$ cat src/rtl/cpu_fetch_pkg.sv
// Shared CPU definitions: opcodes, the fetch->decode record and the fetch state encoding.
// Pure declarations, so there is no latency or backpressure here.
package cpu_fetch_pkg;

   localparam int TAG_W = 4;

   localparam logic [6:0] OP_LUI      = 7'b0110111;
   localparam logic [6:0] OP_AUIPC    = 7'b0010111;
   localparam logic [6:0] OP_JAL      = 7'b1101111;
   localparam logic [6:0] OP_JALR     = 7'b1100111;
   localparam logic [6:0] OP_BRANCH   = 7'b1100011;
   localparam logic [6:0] OP_LOAD     = 7'b0000011;
   localparam logic [6:0] OP_STORE    = 7'b0100011;
   localparam logic [6:0] OP_IMM      = 7'b0010011;
   localparam logic [6:0] OP_OP       = 7'b0110011;
   localparam logic [6:0] OP_SYSTEM   = 7'b1110011;
   localparam logic [6:0] OP_MISC_MEM = 7'b0001111;
   localparam logic [6:0] OP_FMADD    = 7'b1000011;
   localparam logic [6:0] OP_FMSUB    = 7'b1000111;
   localparam logic [6:0] OP_FNMSUB   = 7'b1001011;
   localparam logic [6:0] OP_FNMADD   = 7'b1001111;

   typedef struct packed {
      logic [31:0]      pc;
      logic [31:0]      instruction;
      logic [4:0]       inst_rs1;
      logic [4:0]       inst_rs2;
      logic [4:0]       inst_rs3;
      logic [4:0]       inst_rd;
      logic [TAG_W-1:0] tag;
   } fetch_data_t;

   typedef enum logic [1:0] {
      ST_FETCH   = 2'd0,
      ST_HOLD    = 2'd1,
      ST_WAIT_PC = 2'd2,
      ST_FAULT   = 2'd3
   } fetch_state_t;

endpackage

$ cat src/rtl/cpu_fetch_fields.sv
// Opcode-driven register-field masking plus control-flow detect.
// Purely combinational, zero latency, no backpressure.
module cpu_fetch_fields
   import cpu_fetch_pkg::*;
(
   input  logic [31:0] instruction,
   output logic [4:0]  rs1,
   output logic [4:0]  rs2,
   output logic [4:0]  rs3,
   output logic [4:0]  rd,
   output logic        is_control
);

   logic keep_rs1;
   logic keep_rs2;
   logic keep_rs3;
   logic keep_rd;
   logic unused_funct3;

   assign unused_funct3 = ^instruction[14:12];

   // Keep flags per format: R, I, S, B, U, J, R4, CSR; unknown opcodes keep nothing.
   always_comb begin
      {keep_rs1, keep_rs2, keep_rs3, keep_rd} = 4'b0000;
      is_control = 1'b0;
      case (instruction[6:0])
         OP_OP:                                {keep_rs1, keep_rs2, keep_rs3, keep_rd} = 4'b1101;
         OP_IMM, OP_LOAD:                      {keep_rs1, keep_rs2, keep_rs3, keep_rd} = 4'b1001;
         OP_JALR, OP_MISC_MEM: begin
            {keep_rs1, keep_rs2, keep_rs3, keep_rd} = 4'b1001;
            is_control = 1'b1;
         end
         OP_STORE:                             {keep_rs1, keep_rs2, keep_rs3, keep_rd} = 4'b1100;
         OP_BRANCH: begin
            {keep_rs1, keep_rs2, keep_rs3, keep_rd} = 4'b1100;
            is_control = 1'b1;
         end
         OP_LUI, OP_AUIPC:                     {keep_rs1, keep_rs2, keep_rs3, keep_rd} = 4'b0001;
         OP_JAL: begin
            {keep_rs1, keep_rs2, keep_rs3, keep_rd} = 4'b0001;
            is_control = 1'b1;
         end
         OP_FMADD, OP_FMSUB, OP_FNMSUB, OP_FNMADD:
                                               {keep_rs1, keep_rs2, keep_rs3, keep_rd} = 4'b1111;
         OP_SYSTEM: begin
            {keep_rs1, keep_rs2, keep_rs3, keep_rd} = 4'b1001;
            is_control = 1'b1;
         end
         default: ;
      endcase
   end

   assign rs1 = keep_rs1 ? instruction[19:15] : 5'd0;
   assign rs2 = keep_rs2 ? instruction[24:20] : 5'd0;
   assign rs3 = keep_rs3 ? instruction[31:27] : 5'd0;
   assign rd  = keep_rd  ? instruction[11:7]  : 5'd0;

endmodule

$ cat src/rtl/cpu_fetch.sv
// Instruction fetch: one instruction per bus beat, published on the beat edge.
// i_busy parks the returned word in a hold register; control-flow halts until execute redirects.
module cpu_fetch
   import cpu_fetch_pkg::*;
#(
   parameter logic [31:0] RESET_VECTOR = 32'h0000_0000,
   parameter int          TAG_WIDTH    = TAG_W
) (
   input  logic        i_clock,
   input  logic        i_reset_n,
   output logic        o_bus_request,
   output logic [31:0] o_bus_address,
   input  logic        i_bus_ready,
   input  logic [31:0] i_bus_rdata,
   input  logic        i_busy,
   input  logic        i_pc_valid,
   input  logic [31:0] i_pc,
   output fetch_data_t o_data,
   output logic        o_fault
);

   fetch_state_t state;
   fetch_state_t next_state;
   logic [31:0]  pc;
   logic [31:0]  hold_word;
   logic [31:0]  word;
   logic         armed;
   logic         publish;
   logic         capture;
   logic [4:0]   rs1;
   logic [4:0]   rs2;
   logic [4:0]   rs3;
   logic [4:0]   rd;
   logic         is_control;

   assign word = (state == ST_HOLD) ? hold_word : i_bus_rdata;

   cpu_fetch_fields u_fields (
      .instruction (word),
      .rs1         (rs1),
      .rs2         (rs2),
      .rs3         (rs3),
      .rd          (rd),
      .is_control  (is_control)
   );

   // armed keeps the request low for the first cycle out of reset.
   always_ff @(posedge i_clock or negedge i_reset_n) begin
      if (!i_reset_n) begin
         state <= ST_FETCH;
         armed <= 1'b0;
      end else begin
         state <= next_state;
         armed <= 1'b1;
      end
   end

   always_comb begin
      next_state = state;
      publish    = 1'b0;
      capture    = 1'b0;
      case (state)
         ST_FETCH: begin
            if (pc[1:0] != 2'b00) begin
               next_state = ST_FAULT;
            end else if (armed && i_bus_ready) begin
               if (i_busy) begin
                  capture    = 1'b1;
                  next_state = ST_HOLD;
               end else begin
                  publish = 1'b1;
                  if (is_control) next_state = ST_WAIT_PC;
               end
            end
         end
         ST_HOLD: begin
            if (!i_busy) begin
               publish    = 1'b1;
               next_state = is_control ? ST_WAIT_PC : ST_FETCH;
            end
         end
         ST_WAIT_PC: begin
            if (i_pc_valid) next_state = ST_FETCH;
         end
         ST_FAULT: ;
         default: next_state = ST_FAULT;
      endcase
   end

   always_comb begin
      o_bus_request = (state == ST_FETCH) && armed && (pc[1:0] == 2'b00);
      o_bus_address = pc;
      o_fault       = (state == ST_FAULT);
   end

   always_ff @(posedge i_clock or negedge i_reset_n) begin
      if (!i_reset_n) begin
         pc        <= RESET_VECTOR;
         hold_word <= 32'd0;
         o_data    <= '0;
      end else begin
         if (capture) hold_word <= i_bus_rdata;
         if (publish) begin
            o_data.pc          <= pc;
            o_data.instruction <= word;
            o_data.inst_rs1    <= rs1;
            o_data.inst_rs2    <= rs2;
            o_data.inst_rs3    <= rs3;
            o_data.inst_rd     <= rd;
            o_data.tag         <= o_data.tag + TAG_WIDTH'(1);
            if (!is_control) pc <= pc + 32'd4;
         end else if (state == ST_WAIT_PC && i_pc_valid) begin
            pc <= i_pc;
         end
      end
   end

endmodule
$ cat config.mk
export PLATFORM = sky130hd
export DESIGN_NAME = cpu_fetch
export DESIGN_NICKNAME = d
export VERILOG_FILES = /design/src/rtl/cpu_fetch_pkg.sv /design/src/rtl/cpu_fetch_fields.sv /design/src/rtl/cpu_fetch.sv
export SDC_FILE = /design/constraint.sdc
export NUM_CORES = 1
export LEC_CHECK = 0
export ABC_AREA = 1
export CAP_MARGIN = 20
export CORE_MARGIN = 1.5
export CORE_UTILIZATION = 54
export DETAILED_ROUTE_END_ITERATION = 7
export PLACE_DENSITY = 0.94
export SYNTH_ARGS = -nofsm -noshare
export SYNTH_HDL_FRONTEND = slang
export SYNTH_SLANG_ARGS = --single-unit
$ cat constraint.sdc
create_clock -name i_clock -period 5.82 [get_ports i_clock]
set_input_delay 1.164 -clock i_clock [delete_from_list [all_inputs] [get_ports i_clock]]
set_output_delay 1.164 -clock i_clock [all_outputs]
set_load 0.005 [all_outputs]
* Word level (Yosys, flattened, before mapping)
Cells that the tools add are included.
** Word-level totals
- Register bits after elaboration :: 155
** Cells by class
- Add/subtract/negate cells :: 2
- Equal/unequal tests :: 23
- Multiplexer cells :: 29
- Reduce and logical (&&, ||, !) cells :: 16
** Operators with widths (count)
- 2-to-1 mux 32 bit :: 4
- == test 7 bit (second input constant) :: 8
- adder 32 x 3 -> 32 bit (second input constant) :: 1
- == test 7 x 6 -> 1 bit (second input constant) :: 3
- 2-to-1 mux 5 bit :: 4
- == test 7 x 5 -> 1 bit (second input constant) :: 2
- 2-to-1 mux 2 bit :: 7
- OR reduction 13 bit :: 1
- 2-to-1 mux 1 bit :: 12
- OR reduction 12 bit :: 1
- == test 7 x 2 -> 1 bit (second input constant) :: 1
- == test 7 x 4 -> 1 bit (second input constant) :: 1
- OR reduction 7 bit :: 1
- inequality test 2 bit (second input constant) :: 3
- one-hot mux 2 bit (3 select lines) :: 1
- AND reduction 5 bit :: 1
- OR reduction 5 bit :: 1
- adder 4 x 1 -> 4 bit (second input constant) :: 1
- == test 2 bit (second input constant) :: 2
- logical AND 1 bit :: 4
- logical NOT 2 bit :: 2
- inequality test 4 bit (second input constant) :: 1
- nonzero test 2 bit :: 2
- OR reduction 4 bit :: 1
- 5 further kinds :: 5

* Logic depth before layout (Yosys ltp)
- Word-level depth :: 10
- Depth in mapped cells :: 15

* By module
A second synthesis with hierarchy kept.
** Unflattened totals
- Cells, all modules :: 1092
- Area, all modules :: 7967.6 µm²
** Modules (own cells, without submodules)
- cpu_fetch :: instances 1, cells each 1001, area an instance 7546.0 µm², sequential area each 3878.7 µm²
- cpu_fetch_fields :: instances 1, cells each 91, area an instance 421.7 µm², sequential area each 0.0 µm²

* Worst setup path before layout
Ideal clock, no wire load.
- Path kind :: input to register
- From :: input port i_bus_rdata[4]
- To :: register pc[25] (netlist: o_bus_address[25])
- Data arrival time :: 2099 ps
- Required time :: 5703 ps
- Slack :: 3605 ps
- Stages :: 11
- Path buffers :: 1
- Cells stage by stage :: inv_1 -> nand2_1 -> nand2_1 -> nand3_1 -> nand2_1 -> nand2_2 -> nand4_4 -> nand2_2 -> buf_6 -> nand2_1 -> nand2_1
** On the way
- Longest elaborated chain between the ends :: 6
- Elaborated cells on any way between the ends :: 10
** Ends and longest elaborated chain
- start: declaration :: RTL line cpu_fetch.sv:14 : input logic [31:0] i_bus_rdata,
- 2-to-1 mux 32 bit (*) :: RTL line cpu_fetch.sv:36 : assign word = (state == ST_HOLD) ? hold_word : i_bus_rdata;
- == test 7 bit or == test 7 x 4 -> 1 bit (tied branches) :: RTL line cpu_fetch_fields.sv:26 : case (instruction[6:0])
- OR reduction 5 bit (no source line) (*)
- 2-to-1 mux 1 bit (*) :: RTL line cpu_fetch_fields.sv:26
- inequality test 2 bit (no source line) (*)
- AND reduction 2 bit (no source line) (*)
- end signal: assignment :: RTL line cpu_fetch.sv:111 : if (!is_control) pc <= pc + 32'd4;
- end signal: assignment :: RTL line cpu_fetch.sv:113 : pc <= i_pc;
- end: declaration :: RTL line cpu_fetch.sv:24 : logic [31:0] pc;
Mark *: on every way between the ends. The rest lies on a longest branch, timed or not.
A chain may end at the register's enable or synchronous reset.

* Final worst setup path
- From :: input port i_busy
- To :: register pc[25] (netlist: o_bus_address[25])
** On the way
- Longest elaborated chain between the ends :: 6
- Elaborated cells on any way between the ends :: 8
** Ends and longest elaborated chain
- start: declaration :: RTL line cpu_fetch.sv:15 : input logic i_busy,
- 2-to-1 mux 1 bit (*) :: RTL line cpu_fetch.sv:67, cpu_fetch.sv:77
- 2-to-1 mux 1 bit :: RTL line cpu_fetch.sv:66 : end else if (armed && i_bus_ready) begin
- 2-to-1 mux 1 bit :: RTL line cpu_fetch.sv:64 : if (pc[1:0] != 2'b00) begin
- one-hot mux 1 bit (2 select lines) (*) :: RTL line cpu_fetch.sv:62 : case (state)
- inequality test 2 bit (no source line) or nonzero test 2 bit (tied branches)
- AND reduction 2 bit (no source line)
Marked as above.

==> results summary <==
The flow ran to the end, and the final reports show no timing, DRC or antenna violations. The chip width came out at 122 microns. Input and output buffers added on the ports amount to 190. The clock slew seen by the registers of the worst setup and hold paths is 60 ps. The type of the setup path with the least slack is primary input to flop. The total net switching power is roughly 1.9 mW.

The share of total power dissipated in sequential elements is 0.376. The total of hold buffers inserted after clock tree synthesis came out at 0. The number of clock sinks is 155.

The clock skew after layout came out at 8.80 ps. The pin count of the biggest net entering global routing is 97. After legalization and detailed placement, the total HPWL measured 14000 microns. With fillers left out, the area of the finished cells amounts to 0.0102 sq mm. The cell chosen for the clock root is sky130_fd_sc_hd__clkbuf_16. The number of buffers inserted by post-CTS setup repair is 0. The transition at the pin with the smallest max-transition slack came out at 959 ps.

The ratio of final minimum period to clock period is 0.641. The die area is 0.0149 sq mm. Once placement finished, the instance area stood at ~0.0095 sq mm. Of the synthesized area, sequential elements account for 0.508. The internal power component came out at between 3 and 4 mW.

STA classifies the critical path startpoint as a primary input. After synthesis, the cell types taking the most area are sky130_fd_sc_hd__dfrtp_1, sky130_fd_sc_hd__nand2_1, sky130_fd_sc_hd__o21ai_0, sky130_fd_sc_hd__nand3_1, sky130_fd_sc_hd__nor2_1. The leakage power total came out at 4.89 nW. The TritonCTS clock tree is yes. After global routing the overflow that remains totals 0. The setup slack after placement came out at 1740 ps. The fraction of layout instances using a drive strength above 1 came out at 0.0592. The cell area after technology mapping is around 0.0076 sq mm. The synthesized net count came out at 1061.

The number of antenna violations at the first check in global routing is 0. The global-route wire length before repair came out at 33700 microns. The count of TritonRoute iterations in the first routing pass is 5. The H-tree level count came out at 4. The flip-flop and latch count after synthesis is about 160. The number of cells upsized or downsized after cts came out at 0. For this run, the number of Yosys warnings is 0. Of the post-synthesis cell area, the dominant cell type holds 0.508.

After technology mapping, the gate count stands at 986. Setup repair after global routing left no endpoint under its margin. The worst slew margin relative to its limit is 0.361. The maximum fanout count along the critical path is 96. The number of pins with negative max-slew slack in the final report was 0.

In the post-route analysis, the smallest setup slack over all paths is 2090 ps. The maximum number of buffers from clock root to sink came out at 2. The routed design could run at a clock period as short as roughly 3700 ps. Clock latency on the worst-skew pair, taken at its later pin, is 420 ps.

The maximum operating frequency is 268 MHz. The via total after detailed routing came out at 7351. After routing, the total negative slack on setup checks comes to 0 ps. Counting the buffers created by CTS gives 17. The required time of the critical path came out at 6120 ps. The proportion of power drawn by the clock network is 0.215.

The net count of the finished layout came out at 1228. The post-synthesis cell type with the largest combined area is sky130_fd_sc_hd__dfrtp_1. The final setup violation count is 0.

The unique cell type count in the Yosys netlist came out at 34. The detail-routed net length per standard cell is around 15 microns. The via count of the first global-routing pass is 6864. The remaining routing DRC violations came out at 0. The worst setup path is captured at a flop. The wire length after detailed routing is 20800 microns. The congestion estimate from routability-driven global placement came to between 0.9 and 1. The count of pins on the block boundary came out at 191. In this run the worst hold path is classified as flop to flop.

The combinational power share came out at 0.409. The height of the die is 122 microns. The layout-stage area growth over the synthesis result came out at 33.2%.

The tool flagged a number of max-cap violations equal to 0. The number of nets still failing antenna checks after routing is 0. In the global route stage, overall resource usage came out at 0.290.

The routed via count divided by cell count came out at 5.46. Of the total power, the share spent switching nets is 0.370. The power per unit of standard cell area came out at 515 mW/mm^2.

Data on the critical path arrives at its endpoint at 4030 ps. A synthesized cell averages 7.74 sq um. The number of standard-cell rows in the floorplan is 43. The worst-case vdd ir drop is 0.000314 V. The number of hold violations in the final report was 0. The initial core utilization came out at 0.552. The diode insertion count for antenna repair is 0.

For this block, the initial DRC count from the detailed router was 842. The floorplan step defined a core boundary enclosing 0.0138 sq mm.
final cells by class:
| cell class | instances | area [sq um] |
|---|---|---|
| timing repair buffer | 195 | 1950 |
| inverter | 69 | 264 |
| fill | 983 | 3660 |
| clock inverter | 11 | 143 |
| tap | 180 | 225 |
| multi-input combinational | 715 | 3250 |
| clock buffer | 21 | 460 |
| sequential | 155 | 3880 |
metal layers:
metal / wire, microns / vias up / GRT usage
met5: 0 / - / 0
met4: 1010 / 0 / 0.162
met3: 1600 / 73 / 0.0501
met2: 10200 / 391 / 0.469
met1: 8040 / 3435 / 0.371
li1: - / 3452 / -
flip-flops by register name, indices dropped and copies added (netlist names):
signal / flops
armed: 1
o_data: 88
o_bus_address: 32
state: 2
hold_word: 32
power groups by stage:
stage / Sequential [mW] / Clock (mW) / Combinational, mW
3_5_place_dp: 1.96 / 0 / 2.11
2_1_floorplan: 1.89 / 0 / 1.14
3_3_place_gp: 1.94 / 0 / 2.04
4_1_cts: 1.96 / 1.14 / 2.13
6_report: 1.97 / 1.13 / 2.14
5_1_grt: 2.02 / 1.19 / 2.40
placed cells by master, fill, tap and decap left out, types with 2 or more instances in the layout:
cell type,n
sky130_fd_sc_hd__o211ai_1,4
sky130_fd_sc_hd__a31oi_1,7
sky130_fd_sc_hd__o21a_1,4
sky130_fd_sc_hd__o21ai_1,12
sky130_fd_sc_hd__o21ai_0,76
sky130_fd_sc_hd__a21oi_1,2
sky130_fd_sc_hd__ha_1,5
sky130_fd_sc_hd__dfrtp_1,155
sky130_fd_sc_hd__nand2_2,7
sky130_fd_sc_hd__o21bai_1,2
sky130_fd_sc_hd__clkbuf_1,2
sky130_fd_sc_hd__inv_4,2
sky130_fd_sc_hd__xnor2_1,6
sky130_fd_sc_hd__nand4_1,9
sky130_fd_sc_hd__clkinv_2,4
sky130_fd_sc_hd__inv_1,66
sky130_fd_sc_hd__clkdlybuf4s50_1,189
sky130_fd_sc_hd__nor2_1,73
sky130_fd_sc_hd__nor3_1,3
sky130_fd_sc_hd__nand3_1,70
sky130_fd_sc_hd__nor4_1,2
sky130_fd_sc_hd__clkbuf_16,17
sky130_fd_sc_hd__mux2_2,9
sky130_fd_sc_hd__bufinv_16,3
sky130_fd_sc_hd__buf_4,4
sky130_fd_sc_hd__clkinvlp_4,2
sky130_fd_sc_hd__nor2_2,2
sky130_fd_sc_hd__xor2_1,5
sky130_fd_sc_hd__clkbuf_8,2
sky130_fd_sc_hd__nand3_2,5
sky130_fd_sc_hd__or2_2,3
sky130_fd_sc_hd__nand2_1,403
cell families after synthesis:
group                    Yosys count  synth area share
flip-flops                       155             0.508
AND/OR/NAND/NOR                  580             0.312
buffers and inverters            116            0.0683
AO/OA/AOI/OAI                    108            0.0755
adder cells (fa/ha/maj)            6           0.00983
multiplexers                       9            0.0133
other                              1          0.000491
XOR/XNOR                          11            0.0126
Yosys cell counts (all sizes together):
cell	number
conb	1
o21bai	2
clkbuf	15
or2	3
mux2	9
xor2	5
a21oi	2
o211ai	4
o31ai	1
nor4	2
inv	69
o21ai	88
nor2	76
a31oi	7
dfrtp	155
ha	6
nand3	75
nand2	411
nor3	3
o21a	4
buf	32
xnor2	6
nand4	10
worst paths after layout:
kind	start	endpoint	slack, ps	cells past startpoint
max in group asynchronous	i_reset_n	o_bus_address[17]$_DFFE_PN0P_	3640	2
hold / removal	o_data[45]$_DFFE_PN0P_	o_data[45]$_DFFE_PN0P_	470	2
setup / recovery	i_busy	o_bus_address[25]$_DFFE_PN0P_	2090	11
min in group asynchronous	i_reset_n	o_data[86]$_DFFE_PN0P_	840	1
hold reg to reg	o_data[45]$_DFFE_PN0P_	o_data[45]$_DFFE_PN0P_	470	2
setup reg to reg	state[1]$_DFFE_PN0P_	o_bus_address[25]$_DFFE_PN0P_	2580	12
critical path: stages:
cell and delay [ps]:
sky130_fd_sc_hd__clkdlybuf4s50_1 580, sky130_fd_sc_hd__inv_1 100, sky130_fd_sc_hd__nand2_1 110, sky130_fd_sc_hd__nand2_4 300, sky130_fd_sc_hd__inv_4 400, sky130_fd_sc_hd__buf_4 780, sky130_fd_sc_hd__nor2_1 150, sky130_fd_sc_hd__nand2_1 110
sky130_fd_sc_hd__nand3_1 70, sky130_fd_sc_hd__nand2_1 80, sky130_fd_sc_hd__nand2_1 80
through the flow:
step / utilization / std cells / power, mW / hold WS (ps)
after floorplan: - / 986 / 3.03 / 453
after global placement: 0.690 / 1313 / 3.98 / 453
after detailed placement: 0.690 / 1313 / 4.08 / 458
after CTS: 0.734 / 1345 / 5.23 / 472
after global routing: 0.735 / 1346 / 5.61 / 484
final: 0.735 / 1346 / 5.24 / 470
Power figures use the tool's default switching activity.
